===== src/rtl/vram_write_arbiter_pkg.sv =====
// Shared state/target encodings and the budget counter width for the VRAM write arbiter.
package vram_arb_pkg;

    localparam int BUDGET_W = 8;

    typedef enum logic [1:0] {
        ST_WAIT_FRAME = 2'd0,
        ST_OPEN       = 2'd1,
        ST_EXHAUSTED  = 2'd2
    } arb_state_t;

    typedef enum logic {
        TGT_BG  = 1'b0,
        TGT_OAM = 1'b1
    } tgt_t;

endpackage


===== src/rtl/vram_write_arbiter_if.sv =====
// Requester bus and the two RAM write ports shared through the VRAM write arbiter.
interface vram_write_arbiter_if #(
    parameter int NUM_REQ = 3,
    parameter int ADDR_W  = 16,
    parameter int DATA_W  = 39
) ();

    logic [NUM_REQ-1:0]        req;
    logic [NUM_REQ-1:0]        req_tgt;
    logic [NUM_REQ*ADDR_W-1:0] req_addr;
    logic [NUM_REQ*DATA_W-1:0] req_data;
    logic [NUM_REQ-1:0]        ack;

    logic                      bg_wea;
    logic [ADDR_W-1:0]         bg_addr;
    logic [DATA_W-1:0]         bg_din;
    logic                      oam_wea;
    logic [ADDR_W-1:0]         oam_addr;
    logic [DATA_W-1:0]         oam_din;

    modport master (
        output req, req_tgt, req_addr, req_data,
        input  ack, bg_wea, bg_addr, bg_din, oam_wea, oam_addr, oam_din
    );

    modport slave (
        input  req, req_tgt, req_addr, req_data,
        output ack, bg_wea, bg_addr, bg_din, oam_wea, oam_addr, oam_din
    );

endinterface


===== src/rtl/vram_write_arbiter_rr_pick.sv =====
// Combinational round-robin picker: first eligible index at or after rr_ptr, as a one-hot.
module rr_pick #(
    parameter int NUM_REQ = 3
) (
    input  logic [NUM_REQ-1:0]         eligible,
    input  logic [$clog2(NUM_REQ)-1:0] rr_ptr,
    output logic [NUM_REQ-1:0]         winner,
    output logic                       valid
);

    logic [NUM_REQ-1:0]   rotated;
    logic [NUM_REQ-1:0]   first;
    logic [2*NUM_REQ-1:0] spread;
    logic                 found;

    // Rotate rr_ptr down to bit 0, take the lowest set bit, then rotate it back into place.
    always_comb begin
        rotated = NUM_REQ'({eligible, eligible} >> rr_ptr);
        first   = '0;
        found   = 1'b0;
        for (int k = 0; k < NUM_REQ; k++) begin
            if (rotated[k] && !found) begin
                first[k] = 1'b1;
                found    = 1'b1;
            end
        end
        spread = {{NUM_REQ{1'b0}}, first} << rr_ptr;
        winner = spread[NUM_REQ-1:0] | spread[2*NUM_REQ-1:NUM_REQ];
        valid  = |eligible;
    end

endmodule


===== src/rtl/vram_write_arbiter.sv =====
// Round-robin arbiter sharing the bg_ram/oam write ports under a per-frame write budget.
// Define VRAM_VBLANK_ONLY_EN to allow grants only while video_on is low.
module vram_write_arbiter
    import vram_arb_pkg::*;
#(
    parameter int NUM_REQ      = 3,
    parameter int ADDR_W       = 16,
    parameter int DATA_W       = 39,
    parameter int WRITE_BUDGET = 64
) (
    input  logic                clk,
    input  logic                clr,
    input  logic                f_tick,
    input  logic                video_on,
    vram_write_arbiter_if.slave bus,
    output logic [BUDGET_W-1:0] budget_left,
    output logic [1:0]          state
);

    localparam int                  PTR_W         = $clog2(NUM_REQ);
    localparam logic [BUDGET_W-1:0] BUDGET_RELOAD = BUDGET_W'(WRITE_BUDGET);

    arb_state_t          cur_state;
    arb_state_t          next_state;
    logic [PTR_W-1:0]    rr_ptr;
    logic [PTR_W-1:0]    rr_ptr_next;
    logic [BUDGET_W-1:0] budget_eff;
    logic [BUDGET_W-1:0] budget_next;
    logic [NUM_REQ-1:0]  eligible;
    logic [NUM_REQ-1:0]  winner;
    logic                pick_valid;
    logic                gate_ok;
    logic                grant;
    tgt_t                sel_tgt;
    logic [ADDR_W-1:0]   sel_addr;
    logic [DATA_W-1:0]   sel_data;

`ifdef VRAM_VBLANK_ONLY_EN
    assign gate_ok = ~video_on;
`else
    logic unused_video_on;
    assign unused_video_on = video_on;
    assign gate_ok         = 1'b1;
`endif

    // A requester acked last cycle may still show req high; skip it to avoid a double write.
    assign eligible = bus.req & ~bus.ack;
    assign state    = cur_state;

    rr_pick #(
        .NUM_REQ (NUM_REQ)
    ) u_rr_pick (
        .eligible (eligible),
        .rr_ptr   (rr_ptr),
        .winner   (winner),
        .valid    (pick_valid)
    );

    // f_tick reloads first, so a grant in the same cycle spends from the fresh budget.
    always_comb begin
        budget_eff  = f_tick ? BUDGET_RELOAD : budget_left;
        grant       = pick_valid && gate_ok && (budget_eff != '0)
                      && (f_tick || (cur_state == ST_OPEN));
        next_state  = cur_state;
        budget_next = budget_eff;
        if (f_tick) begin
            next_state = ST_OPEN;
        end
        if (grant) begin
            budget_next = budget_eff - BUDGET_W'(1);
            if (budget_eff == BUDGET_W'(1)) begin
                next_state = ST_EXHAUSTED;
            end
        end
    end

    always_comb begin
        sel_tgt     = TGT_BG;
        sel_addr    = '0;
        sel_data    = '0;
        rr_ptr_next = rr_ptr;
        for (int i = 0; i < NUM_REQ; i++) begin
            if (winner[i]) begin
                sel_tgt  = tgt_t'(bus.req_tgt[i]);
                sel_addr = bus.req_addr[i*ADDR_W +: ADDR_W];
                sel_data = bus.req_data[i*DATA_W +: DATA_W];
                if (grant) begin
                    rr_ptr_next = PTR_W'((i + 1) % NUM_REQ);
                end
            end
        end
    end

    always_ff @(posedge clk) begin
        if (clr) begin
            cur_state   <= ST_WAIT_FRAME;
            budget_left <= '0;
            rr_ptr      <= '0;
        end else begin
            cur_state   <= next_state;
            budget_left <= budget_next;
            rr_ptr      <= rr_ptr_next;
        end
    end

    // Address/data registers only load on a write so the RAM ports stay quiet otherwise.
    always_ff @(posedge clk) begin
        if (clr) begin
            bus.ack      <= '0;
            bus.bg_wea   <= 1'b0;
            bus.oam_wea  <= 1'b0;
            bus.bg_addr  <= '0;
            bus.bg_din   <= '0;
            bus.oam_addr <= '0;
            bus.oam_din  <= '0;
        end else begin
            bus.ack     <= grant ? winner : '0;
            bus.bg_wea  <= grant && (sel_tgt == TGT_BG);
            bus.oam_wea <= grant && (sel_tgt == TGT_OAM);
            if (grant && (sel_tgt == TGT_BG)) begin
                bus.bg_addr <= sel_addr;
                bus.bg_din  <= sel_data;
            end
            if (grant && (sel_tgt == TGT_OAM)) begin
                bus.oam_addr <= sel_addr;
                bus.oam_din  <= sel_data;
            end
        end
    end

endmodule


===== src/flat_wrapper.sv =====
// flat-port wrapper written by rule: the top's interface ports become plain ports
module vram_write_arbiter_flat import vram_arb_pkg::*;
#(
    parameter int NUM_REQ      = 3,
    parameter int ADDR_W       = 16,
    parameter int DATA_W       = 39,
    parameter int WRITE_BUDGET = 64
)
  (clk, clr, f_tick, video_on, budget_left, state, bus_req, bus_req_tgt, bus_req_addr, bus_req_data, bus_ack, bus_bg_wea, bus_bg_addr, bus_bg_din, bus_oam_wea, bus_oam_addr, bus_oam_din);
  vram_write_arbiter_if #(.NUM_REQ(NUM_REQ), .ADDR_W(ADDR_W), .DATA_W(DATA_W)) bus_i ();
  input  logic clk;
  input  logic clr;
  input  logic f_tick;
  input  logic video_on;
  output logic [BUDGET_W-1:0] budget_left;
  output logic [1:0] state;
  input wire logic [$bits(bus_i.req)-1:0] bus_req;
  input wire logic [$bits(bus_i.req_tgt)-1:0] bus_req_tgt;
  input wire logic [$bits(bus_i.req_addr)-1:0] bus_req_addr;
  input wire logic [$bits(bus_i.req_data)-1:0] bus_req_data;
  output wire logic [$bits(bus_i.ack)-1:0] bus_ack;
  output wire logic [$bits(bus_i.bg_wea)-1:0] bus_bg_wea;
  output wire logic [$bits(bus_i.bg_addr)-1:0] bus_bg_addr;
  output wire logic [$bits(bus_i.bg_din)-1:0] bus_bg_din;
  output wire logic [$bits(bus_i.oam_wea)-1:0] bus_oam_wea;
  output wire logic [$bits(bus_i.oam_addr)-1:0] bus_oam_addr;
  output wire logic [$bits(bus_i.oam_din)-1:0] bus_oam_din;
  assign bus_i.req = bus_req;
  assign bus_i.req_tgt = bus_req_tgt;
  assign bus_i.req_addr = bus_req_addr;
  assign bus_i.req_data = bus_req_data;
  assign bus_ack = bus_i.ack;
  assign bus_bg_wea = bus_i.bg_wea;
  assign bus_bg_addr = bus_i.bg_addr;
  assign bus_bg_din = bus_i.bg_din;
  assign bus_oam_wea = bus_i.oam_wea;
  assign bus_oam_addr = bus_i.oam_addr;
  assign bus_oam_din = bus_i.oam_din;
  vram_write_arbiter #(.NUM_REQ(NUM_REQ), .ADDR_W(ADDR_W), .DATA_W(DATA_W), .WRITE_BUDGET(WRITE_BUDGET)) u_core (.clk(clk), .clr(clr), .f_tick(f_tick), .video_on(video_on), .bus(bus_i), .budget_left(budget_left), .state(state));
endmodule

===== config.mk =====
export PLATFORM = sky130hd
export DESIGN_NAME = vram_write_arbiter_flat
export DESIGN_NICKNAME = d
export VERILOG_FILES = /design/src/rtl/vram_write_arbiter_pkg.sv /design/src/rtl/vram_write_arbiter_if.sv /design/src/rtl/vram_write_arbiter_rr_pick.sv /design/src/rtl/vram_write_arbiter.sv /design/src/flat_wrapper.sv
export SDC_FILE = /design/constraint.sdc
export NUM_CORES = 1
export LEC_CHECK = 0
export CAP_MARGIN = 15
export CORE_ASPECT_RATIO = 0.7
export CORE_MARGIN = 5
export CORE_UTILIZATION = 31
export DETAILED_ROUTE_END_ITERATION = 12
export GPL_ROUTABILITY_DRIVEN = 1
export MAX_ROUTING_LAYER = met4
export SLEW_MARGIN = 30
export SYNTH_ARGS = -nofsm -noshare
export SYNTH_HDL_FRONTEND = slang
export SYNTH_SLANG_ARGS = --single-unit

===== constraint.sdc =====
create_clock -name clk -period 2.1 [get_ports clk]
set_input_delay 0.315 -clock clk [delete_from_list [all_inputs] [get_ports clk]]
set_output_delay 0.315 -clock clk [all_outputs]
set_load 0.01 [all_outputs]

==> impl_metrics.ini <==
[placed_design]
port-buffer-count = 298
place_area_mm2 = 0.0104
dp_worst_setup_slack_ps = -344
place_hpwl_mm = 20.1
gp_congestion = 0.894

[min_path]
hold_class = in -> reg
hp-start = clr

[yosys]
synth_area_leaders = dfxtp_1, a311o_1, a32o_1
netlist_area_mm2 = 0.00646
synth_edf_count = 0
yosysTopAreaCellShare = 0.394
synth_area_leader_cell = dfxtp_1
ys_seq_area_frac = 0.394
postSynthCellCount = 726
synth_cell_types = 50
syn_area_per_cell_um2 = 8.89
synth-seq-cells = 127
syn_nets = 904
yosys_warnings = 0
ys.flop_type = dfxtp_1
async_flop_share = 0

[detailed_routing]
drc = 0
vias_per_cell = 5.57
final_antenna_net_count = 0
first_pass_iters = 6
wl_per_cell_um = 21.0
drtIter0Drc = 603
via_count = 7491
drt_wl_total_mm = 28.3

[setup_path]
arrival_ps = 2320
path_buf_inv = 2
crit_fanout = 14
crit_family = compound AO/OA/AOI/OAI gates
cpMostUsedCell = buf_4
crit_chain = and4bb_1 > a2111oi_4 > buf_4 > buf_4 > nand2_1 > a311o_1 > o32ai_1
crit_slowest_cell = dfxtp_1
setup.worst_path.class = reg -> reg
startpoint_type = flip-flop
endpoint_kind = flip-flop
cp.required_ps = 2420
slowest_delay_ps = 350

[timing]
hold_viol_final = 0
post-route-min-period_ps = 2000
fmax_mhz = 499
period_share = 0.954
worstMarginPinSlew_ps = 422
setup_viol = 0
slew_viol_final = 0
rsz0062_at_grt = yes
finalSetupTns_ps = 0
fin_ws_ps = 97.2
clock-skew-final_ps = 13.8
slew-limit-headroom = 0.719

[floorplanning]
num_rows = 44
ios = 300
dieArea_mm2 = 0.0239
die_x_um = 183
coreArea_mm2 = 0.0206
die_h_um = 131
initial_core_util = 0.314

[clocking]
clock_path_buffers = 2
insertion_delay_ps = 420
clkTransAtPathRegs_ps = 60
cts_buffers = 17
cts_tree = done
hold_buffers = 0
cts_sinks = 127
root_buffer = clkbuf_16
htreeDepth = 4

[run_status]
status = finished, final reports clean

[global_route]
track_usage = 0.236
grt-ovfl-total = 0
grt_pass1_wl_mm = 42.7
grt_pass1_vias = 7436
antenna_found_initial = 0
grt_max_degree = 68

[flow_run]
max_cap_viol_count = 0

[power]
fin_total_pwr_mw = 9.17
ir_drop_mv = 0.490
p_per_area_mw_per_mm2 = 831
p_leak_nw = 3.89

[finish]
finalNetCount = 1234
fillCellCount = 1889
area_growth_pct = 71.0
drive_gt1_frac = 0.140
final_area_mm2 = 0.0110
[cell type report]
cell class	count	area (um2)	area share
diodes	1	2.50	0.000227
clock buffers	22	474	0.0429
clock inverters	10	135	0.0122
inverters	56	210	0.0190
multi-input cells	461	3320	0.301
flip-flops and latches	127	2540	0.230
well taps	276	345	0.0313
repair buffers	393	4010	0.363
[layout by cell type, fill, tap and decap left out, types with 51 or more instances in the layout]
master / instances
buf_4: 69
o32ai_1: 51
nand2_1: 64
dfxtp_1: 126
a21oi_1: 55
a32o_1: 51
a311o_1: 52
clkdlybuf4s50_1: 297
nand3_1: 54
inv_1: 56
[registers in the layout, summed over array words and instances (netlist names), named ones only]
name                 flops
u_core.budget_left       8
u_core.bus.ack           3
u_core.bus.bg_addr      16
u_core.bus.bg_din       39
u_core.bus.bg_wea        1
u_core.bus.oam_addr     16
u_core.bus.oam_din      39
u_core.bus.oam_wea       1
u_core.state             2
[synthesized netlist by cell type, types with 2 or more instances]
master     count
o21ai_0        3
dfxtp_1      127
ha_1           3
buf_6          6
and2_1         3
nand2_1       64
buf_4         13
a222oi_1       4
nand3_1       55
a311o_1       52
o32ai_1       51
and3_1         3
xnor2_1        2
nor2_1        12
clkbuf_1      46
o2bb2ai_1      5
nor3_1         5
inv_1         56
buf_2         17
a21oi_1       55
o32ai_2        4
nor2b_1        5
a32o_1        51
a31oi_1       51
nand2b_1       4
nand4_1        2
nor3b_1        3
o211ai_4       2
[report_power, final]
group | leakage, nW | total, mW | internal (mW) | switching (mW)
sequential | 1.04 | 2.88 | 2.71 | 0.175
combinational | 2.55 | 3.20 | 1.66 | 1.55
clock | 0.300 | 3.09 | 1.96 | 1.13
total | 3.89 | 9.17 | 6.32 | 2.85
[per-stage QoR]
step / hold WS [ps] / utilization / std cells
floorplan: 461 / - / 726
global placement: 446 / 0.504 / 1309
detailed placement: 448 / 0.504 / 1309
CTS: 379 / 0.534 / 1341
global route: 399 / 0.536 / 1345
finish: 388 / 0.536 / 1346
[worst min-delay path, delay by kind of cell]
family,cells,cell delay [ps]
buffers and inverters,2,310
and+or+nand+nor,1,120
[final timing paths]
check / slack [ps] / cells after the start / endpoint
setup / recovery: 100 / 7 / u_core.bus.oam_addr[10]
hold / removal: 390 / 3 / u_core.budget_left[2]
setup reg to reg: 100 / 7 / u_core.bus.oam_addr[10]
hold reg to reg: 460 / 1 / u_core.bus.bg_din[23]
[layer usage]
layer | track usage | vias to the layer above | wire [um]
met1 | 0.305 | 3588 | 12300
met3 | 0.0794 | 37 | 2940
met5 | - | - | 0
met2 | 0.356 | 352 | 12500
met4 | 0.0666 | 0 | 541
li1 | - | 3514 | -
[timing repair]
item | CTS | global route
resized for setup | 0 | 4
pin swaps | 1 | 2
setup buffers | 0 | 4
endpoints found under the setup margin | 1 | 87
[cell families (layout without fill, tap and decap cells)]
logic type	Yosys count	in the layout	share of synthesized area
compound gates	290	290	0.375
fa+ha+maj	3	3	0.00581
xor+xnor	2	2	0.00271
simple gates	164	164	0.121
buf+inv	138	481	0.0980
mux	2	2	0.00329
flops	127	127	0.394
other cells	0	1	0
(Power assumes the default switching activity.)
